## src/rtl/disp_pkg.sv

```systemverilog
// Shared definitions for the four-digit seven-segment score readout.
//   - SCAN_BIT_DEFAULT : default clkdiv bit used as the low digit-select bit
//   - SEG_*            : bit positions inside the 8-bit Segment bus {dp,g,f,e,d,c,b,a}
//   - HEX_SEG_LUT      : active-low gfedcba pattern for each hex nibble
`timescale 1ns/1ps
package disp_pkg;

    localparam int SCAN_BIT_DEFAULT = 17;

    localparam int SEG_A  = 0;
    localparam int SEG_G  = 6;
    localparam int SEG_DP = 7;

    // Common-anode display: a 0 lights the segment.
    localparam logic [6:0] HEX_SEG_LUT [16] = '{
        7'h40, 7'h79, 7'h24, 7'h30,   // 0 1 2 3
        7'h19, 7'h12, 7'h02, 7'h78,   // 4 5 6 7
        7'h00, 7'h10, 7'h08, 7'h03,   // 8 9 A b
        7'h46, 7'h21, 7'h06, 7'h0E    // C d E F
    };

    function automatic logic [6:0] hex_to_seg(input logic [3:0] nibble);
        return HEX_SEG_LUT[nibble];
    endfunction

endpackage

```

## src/rtl/disp_num_clkdiv.sv

```systemverilog
// Free-running 32-bit divider counter for the display path.
// Ports:
//   clk    : system clock
//   rstn   : asynchronous active-low reset, clears the counter
//   clkdiv : counter value, +1 per clock, wraps FFFF_FFFF -> 0
`timescale 1ns/1ps
module clkdiv (
    input  logic        clk,
    input  logic        rstn,
    output logic [31:0] clkdiv
);

    logic [31:0] cnt_q;
    logic [31:0] cnt_d;

    // Natural modulo-2^32 wrap; no terminal-count logic needed.
    assign cnt_d = cnt_q + 32'd1;

    // NOTE: sequential state uses non-blocking assignments so every flop samples
    // pre-edge values; the reset branch is in the sensitivity list so it acts
    // immediately, not on the next clock.
    always_ff @(posedge clk or negedge rstn) begin
        if (!rstn) begin
            cnt_q <= 32'd0;
        end else begin
            cnt_q <= cnt_d;
        end
    end

    assign clkdiv = cnt_q;

endmodule

```

## src/rtl/disp_num.sv

```systemverilog
// Four-digit multiplexed seven-segment driver (common-anode, active-low).
// Parameters:
//   SCAN_BIT : clkdiv[SCAN_BIT+1:SCAN_BIT] selects the digit; dwell = 2^SCAN_BIT clocks
// Ports:
//   clk     : system clock
//   rstn    : asynchronous active-low reset; blanks the display and clears the counter
//   HEXS    : 16-bit value, digit k shows HEXS[4k+3:4k]
//   LES     : per-digit blank, 1 = digit dark
//   points  : per-digit decimal point, 1 = dp lit
//   AN      : digit anodes, active-low, one-hot-zero (registered)
//   Segment : {dp,g,f,e,d,c,b,a}, active-low (registered)
//   clkdiv  : free-running divider counter, shared with other display logic
`timescale 1ns/1ps
module disp_num
    import disp_pkg::*;
#(
    parameter int SCAN_BIT = SCAN_BIT_DEFAULT
) (
    input  logic        clk,
    input  logic        rstn,
    input  logic [15:0] HEXS,
    input  logic [3:0]  LES,
    input  logic [3:0]  points,
    output logic [3:0]  AN,
    output logic [7:0]  Segment,
    output logic [31:0] clkdiv
);

    logic [1:0] scan_idx;
    logic [3:0] nibble;
    logic [3:0] an_d;
    logic [3:0] an_q;
    logic [7:0] seg_d;
    logic [7:0] seg_q;

    clkdiv u_clkdiv (
        .clk    (clk),
        .rstn   (rstn),
        .clkdiv (clkdiv)
    );

    // The counter wraps at a power of two, so the 2-bit digit index simply
    // rolls 3 -> 0 across a wrap with no special handling.
    assign scan_idx = clkdiv[SCAN_BIT+1 -: 2];

    // NOTE: every signal assigned here gets a value on every path, so no latch
    // can be inferred.
    always_comb begin
        an_d   = ~(4'b0001 << scan_idx);
        nibble = HEXS[{scan_idx, 2'b00} +: 4];
        seg_d  = 8'hFF;
        seg_d[SEG_DP] = ~points[scan_idx];
        // Blanking darkens only the digit segments; anode and dp are unaffected.
        seg_d[SEG_G:SEG_A] = LES[scan_idx] ? 7'h7F : hex_to_seg(nibble);
    end

    always_ff @(posedge clk or negedge rstn) begin
        if (!rstn) begin
            an_q  <= 4'hF;
            seg_q <= 8'hFF;
        end else begin
            an_q  <= an_d;
            seg_q <= seg_d;
        end
    end

    assign AN      = an_q;
    assign Segment = seg_q;

endmodule

```

## config.mk

```make
export PLATFORM = sky130hd
export DESIGN_NAME = disp_num
export DESIGN_NICKNAME = d
export VERILOG_FILES = /design/src/rtl/disp_pkg.sv /design/src/rtl/disp_num_clkdiv.sv /design/src/rtl/disp_num.sv
export SDC_FILE = /design/constraint.sdc
export NUM_CORES = 1
export LEC_CHECK = 0
export ABC_AREA = 1
export CAP_MARGIN = 30
export CORE_UTILIZATION = 30
export DETAILED_ROUTE_END_ITERATION = 8
export PLACE_DENSITY = 0.65
export REMOVE_ABC_BUFFERS = 1
export SLEW_MARGIN = 30
export SYNTH_ARGS = -nofsm -noshare
export SYNTH_HDL_FRONTEND = slang
export SYNTH_SLANG_ARGS = --single-unit
```

## constraint.sdc

```tcl
create_clock -name clk -period 1.7 [get_ports clk]
set_input_delay 0.255 -clock clk [delete_from_list [all_inputs] [get_ports clk]]
set_output_delay 0.255 -clock clk [all_outputs]
set_load 0.005 [all_outputs]
```

# Yosys cells after proc, flatten, opt, wreduce, memory -nomap -nowiden
# Memory sizes are Yosys's and may differ from the RTL's.
# Index checks and enable logic that the tools add are counted.
word_totals:
  regBits: 44
  romBits: 112
  input_bits: 26
  wordCells: 19
  mem_count: 1
classes:
  add_sub_neg: 1
  n_lt_le_gt_ge: 2
  shift: 2
  n_mux: 7
  bitwise: 3
mem_list:
  columns: ["memory", "depth", "word_bits", "read_ports", "rd_ports_with_merged_regs", "wr", "line", "rtl"]
  rows:
  - ["(no name shown)", 16, 7, 1, 0, 0, "disp_pkg.sv:23", "return HEX_SEG_LUT[nibble];"]
ops:
  columns: ["op", "count"]
  rows:
  - ["32-bit by 1-bit adder with 32-bit output, second input constant", 1]
  - ["7-bit 2-to-1 mux", 3]
  - ["16-bit by 5-bit variable part select with 4-bit output", 1]
  - ["5-bit greater-or-equal comparator, second input constant", 1]
  - ["4-bit NOT with 5-bit output", 1]
  - ["1-bit binary-select mux with 2-bit select", 2]
  - ["4-bit NOT", 1]
  - ["1-bit by 2-bit left shift with 4-bit output, first input constant", 1]
  - ["2-bit by 3-bit < comparator with 1-bit output, second input constant", 1]
  - ["1-bit 2-to-1 mux", 2]
  - ["1-bit NOT", 1]

# Logic depth before layout (Yosys ltp)
# Gate-level depths: netlist of run 1.
depth:
  depth_word: 6
  ltp_mapped: 13
  depth_no_buf: 12

# Hierarchy
# Synthesis of run 1 repeated with hierarchy kept, for this count alone.
hier_totals:
  cells_unflattened: 350
  hier_area_um2: 2722.6
modules_own_cells:
  columns: ["module", "instances", "cells_each", "area_each_um2", "seq_area_each_um2"]
  rows:
  - ["clkdiv", 1, 221, 1788.0, 800.8]
  - ["disp_num", 1, 129, 934.6, 315.3]

# Worst setup path after synthesis of run 1
# OpenSTA, ideal clock, no wires.
synth_path:
  path_kind: "flip-flop to flip-flop"
  startpoint: "register u_clkdiv.cnt_q[17], in the netlist u_clkdiv.clkdiv[17]"
  endpoint: "register seg_q[0], in the netlist Segment[0]"
  arrival_time_ns: 1.536
  required_time_ns: 1.617
  slack_ns: 0.080
  path_stages_with_launch: 12
  n_path_buf: 2
  period_less_slack_ns: 1.620
  cell_sequence: "dfrtp_1 -> buf_6 -> buf_6 -> nand3_1 -> nand2_1 -> nor2_2 -> inv_1 -> ha_1 -> inv_1 -> nand3_1 -> nand3_1 -> nand3_1"
synth_between:
  elab_chain_len: 6
synth_lines:
  columns: ["item", "line", "rtl"]
  rows:
  - ["from (decl)", "disp_num_clkdiv.sv:13", "logic [31:0] cnt_q;"]
  - ["from (signal assigned)", "disp_num_clkdiv.sv:26", "cnt_q <= cnt_d;"]
  - ["16-bit by 5-bit variable part select with 4-bit output", "disp_num.sv:50", "nibble = HEXS[{scan_idx, 2'b00} +: 4];"]
  - ["4-bit NOT with 5-bit output (not written as such)", "disp_pkg.sv:23", null]
  - ["memory read 16 x 7 bit", null, null]
  - ["7-bit 2-to-1 mux (not written as such) (2 in a row)", "disp_pkg.sv:23", null]
  - ["7-bit 2-to-1 mux (*)", "disp_num.sv:54", "seg_d[SEG_G:SEG_A] = LES[scan_idx] ? 7'h7F : hex_to_seg(nibble);"]
  - ["net seg_d[0]", "disp_num.sv:33", "logic [7:0] seg_d;"]
  - ["to (signal assigned)", "disp_num.sv:63", "seg_q <= seg_d;"]
  - ["to (decl)", "disp_num.sv:34", "logic [7:0] seg_q;"]
# Mark *: on every way through the listed nets, which the timed path passes. The rest lies on a longest branch. The select of a mux whose other input is x is not followed.

# Worst setup path in the final report of run 1
layout_path:
  startpoint: "register u_clkdiv.cnt_q[17], in the netlist u_clkdiv.clkdiv[17]"
  endpoint: "register seg_q[1], in the netlist Segment[1]"
# Same word-level chain as after synthesis.

==> summary.md, run 1 <==
| Metric | Value |
|---|---|
| Status | completed |
| Startpoint types | register |
| Antenna Cells | 0 |
| Nets | 481 |
| DIE AREA | 8997 um2 |
| Worst Hold Class | primary input to asynchronous set/reset pin |
| CTS tree | done |
| CP Class | register to register |
| Synthesized area | 2586 um2 |
| Max-Cap Viols | 0 |
| Vias post-DR | 2,508 |
| Relative slew slack | 68.80% |
| Number of library cell types mapped by synthesis | 23 |
| CTS root buf | clkbuf_8 |
| Final wirelength | 6797 um |
| Ys Warns | 0 |
| Least-Margin Pin Slew | 468.0 ps |
| Required @ worst endpoint | 1930 ps |
| Vias in the first global route | 2,499 |
| Final setup vio count | 0 |
| Top FF cell, synth | dfrtp_1 |
| Largest net degree at the start of global routing | 22 |
| Post-synthesis async set-or-reset flop share | 100.0% |
| CTS Buf Count | 5 |
| Fmax | 594.7 MHz |
| Dpl cells | 538 |
| Detail Route Antenna Nets | 0 |
| Via-to-Cell Ratio | 4.527 |
| DP Wirelength | 5495 um |
| P&R area growth vs syn | 43.30% |
| RSZ-0062 raised after global routing | true |
| Clock latency on the worst-skew pair | 300 ps |
| Fin Hold WS | 442.1 ps |
| Initial drt markers | 109 |
| Htree depth | 2 |
| Drt drc | 0 |
| Skew final | 5.187 ps |
| Fin cells | 554 |
| VDD IR max | 0.2672 mV |
| Row count | 33 |
| Final Cycle Share | 98.92% |
| Synth Register Bits | 44 |
| WL/cell | 12.27 um |
| Drt first pass iters | 4 |
| PortBufs | 69 |
| Critical Path Sink Type | register |
| CTS Buffer Depth | 2 |
| Die Y | 94.85 um |
| GRT overflow | 0 |
| Final hold vios | 0 |
| Ports | 70 |
| Min Clock Period, post-route | 1682 ps |
| Mapped Avg Cell Area | 7.368 um2 |
| First-pass GRT wire length | 11,620 um |
| Critical Path AT | 1910 ps |
| Pwr dens | 530.0 nW/um2 |
| Crit-path max FO | 8 |
| Layout cells sized above 1 | 17.82% |
| Chip Width | 94.85 um |
| Initial core utilization | 31.16% |
| Core area | 8299 um2 |
| Antenna violations before repair | 0 |
| Leak pwr | 1.646 nW |
| Post-synthesis sequential area ratio | 43.15% |
| Final Max Tran Viols | 0 |
| Overall global routing resource usage | 16.54% |
| Synthesized instance count | 351 |
| Post-synth EDFFs | 0 |
| Placer Congestion | 0.9040 |
| Clock sink count | 44 |
| Clk slew on worst S/H paths | 80 ps |
## layout make-up
class / instances / area (um2)
fill: 859 / 4593
sequential: 44 / 1119
inverter: 31 / 118.9
clock inverter: 1 / 7.507
tap: 105 / 131.4
multi-input combinational: 273 / 1354
timing repair buffer: 93 / 889.6
clock buffer: 7 / 86.33
## flip-flops by register name, indices dropped and copies added, names as in the netlist
signal and count:
AN 4, Segment 8, u_clkdiv.clkdiv 32
## synthesized netlist by cell type, types with 2 or more instances
library cell,n,area (um2)
nor3_1,4,20.02
xnor2_1,3,26.28
buf_6,2,22.52
nor2_1,42,157.7
xor2_1,13,113.9
nand3_2,2,20.02
nand3b_1,5,37.54
nand2_1,142,533.0
inv_1,27,101.4
nor3_2,5,50.05
nand2_2,6,37.54
dfrtp_1,32,800.8
o21ai_0,2,10.01
inv_2,3,11.26
dfstp_2,12,315.3
nand3_1,32,160.2
nor2_2,7,43.79
ha_1,7,87.58
## cell usage in the layout, fill, tap and decap left out
cell	Yosys	routed
nand3_1	32	32
nor3_2	5	5
ha_2	0	1
xor2_1	13	13
dlymetal6s2s_1	0	1
nand2_1	142	138
nor2_2	7	7
nand3_2	2	2
o221ai_1	1	1
dfstp_2	12	12
dfrtp_1	32	30
ha_1	7	5
clkdlybuf4s50_1	0	67
nor3_1	4	4
inv_2	3	7
buf_6	2	5
inv_1	27	23
o21ai_0	2	2
buf_4	1	18
nor2_4	0	1
nand3b_1	5	5
nand2_2	6	10
o22a_1	1	1
buf_2	0	1
nand4_1	1	1
clkbuf_1	0	1
dfrtp_2	0	2
nor2_1	42	41
xnor2_1	3	3
clkbuf_8	0	6
dlygate4sd3_1	0	1
clkinvlp_4	0	1
inv_4	1	1
ha_4	0	1
## critical path, stage by stage, from the launching register on
cell,delay [ps]
dfrtp_2,500
buf_6,160
nand3_1,90
nand2_2,70
nor2_4,160
buf_6,120
ha_1,220
nand2_1,100
nor2_1,50
nor2_1,80
nand2_1,60
## through the flow
stage	util (%)	TNS [ps]	total power, mW	worst slack, ps	cell area (um2)
after global routing	44.66	-123.4	2.070	-60.33	3706
after global placement	42.09	-122.3	1.287	-33.38	3493
after detailed placement	42.09	-345.0	1.290	-84.23	3493
after CTS	43.43	0	1.980	4.022	3605
after floorplan	-	-131.4	1.159	-52.79	2556
final	44.66	0	1.964	18.43	3706
## logic make-up (layout without fill, tap and decap cells)
family          Yosys count  count (layout)  synth area share, %
compound gates            4               4                1.064
xor+xnor                 16              16                5.419
fa+ha+maj                 7               7                3.386
buf+inv                  34             132                5.757
flops                    44              44                43.15
simple gates            246             246                41.22
## worst paths after layout
check | startpoint | endpoint | slack, ps | cells after the start
max in group asynchronous | rstn | AN[1] | 660 | 3
min in group clk | u_clkdiv.clkdiv[31] | u_clkdiv.clkdiv[31] | 490 | 2
worst max-delay path | u_clkdiv.clkdiv[17] | Segment[1] | 20 | 10
worst max register to register | u_clkdiv.clkdiv[17] | Segment[1] | 20 | 10
worst min register to register | u_clkdiv.clkdiv[31] | u_clkdiv.clkdiv[31] | 490 | 2
worst min-delay path | rstn | u_clkdiv.clkdiv[11] | 440 | 2
## power by group
group	internal (mW)	switching, mW	total, mW	leakage (nW)
clock	0.330	0.352	0.682	0.0445
combinational	0.113	0.0949	0.208	1.05
sequential	1.07	0.00398	1.07	0.556
## routing by layer
layer	global-route usage, %	wire length, um	vias to the layer above
li1	-	-	1283
met1	20.27	2932	1141
met2	29.08	3357	77
met3	4.509	445	7
met4	3.030	61	0
met5	0	0	-
## timing repair
action                     4_1_cts  5_1_grt
buffers inserted                 0        7
resized for setup                3       18
setup endpoints to repair        6        7
hold endpoints to repair        11        0
pin swaps                        0        2
hold buffers                     1        0
cloned                           0        0
Note: power is estimated with default switching activity, not from simulation.
==> inputs of run 2 (changes only) <==
--- a/config.mk
+++ b/config.mk
@@ -9,6 +9,7 @@
 export CAP_MARGIN = 30
 export CORE_UTILIZATION = 30
 export DETAILED_ROUTE_END_ITERATION = 8
+export HOLD_SLACK_MARGIN = 0.15
 export PLACE_DENSITY = 0.65
 export REMOVE_ABC_BUFFERS = 1
 export SLEW_MARGIN = 30
==> results of run 2 <==
No change in the layout: final DEF, timing and power equal those of run 1.
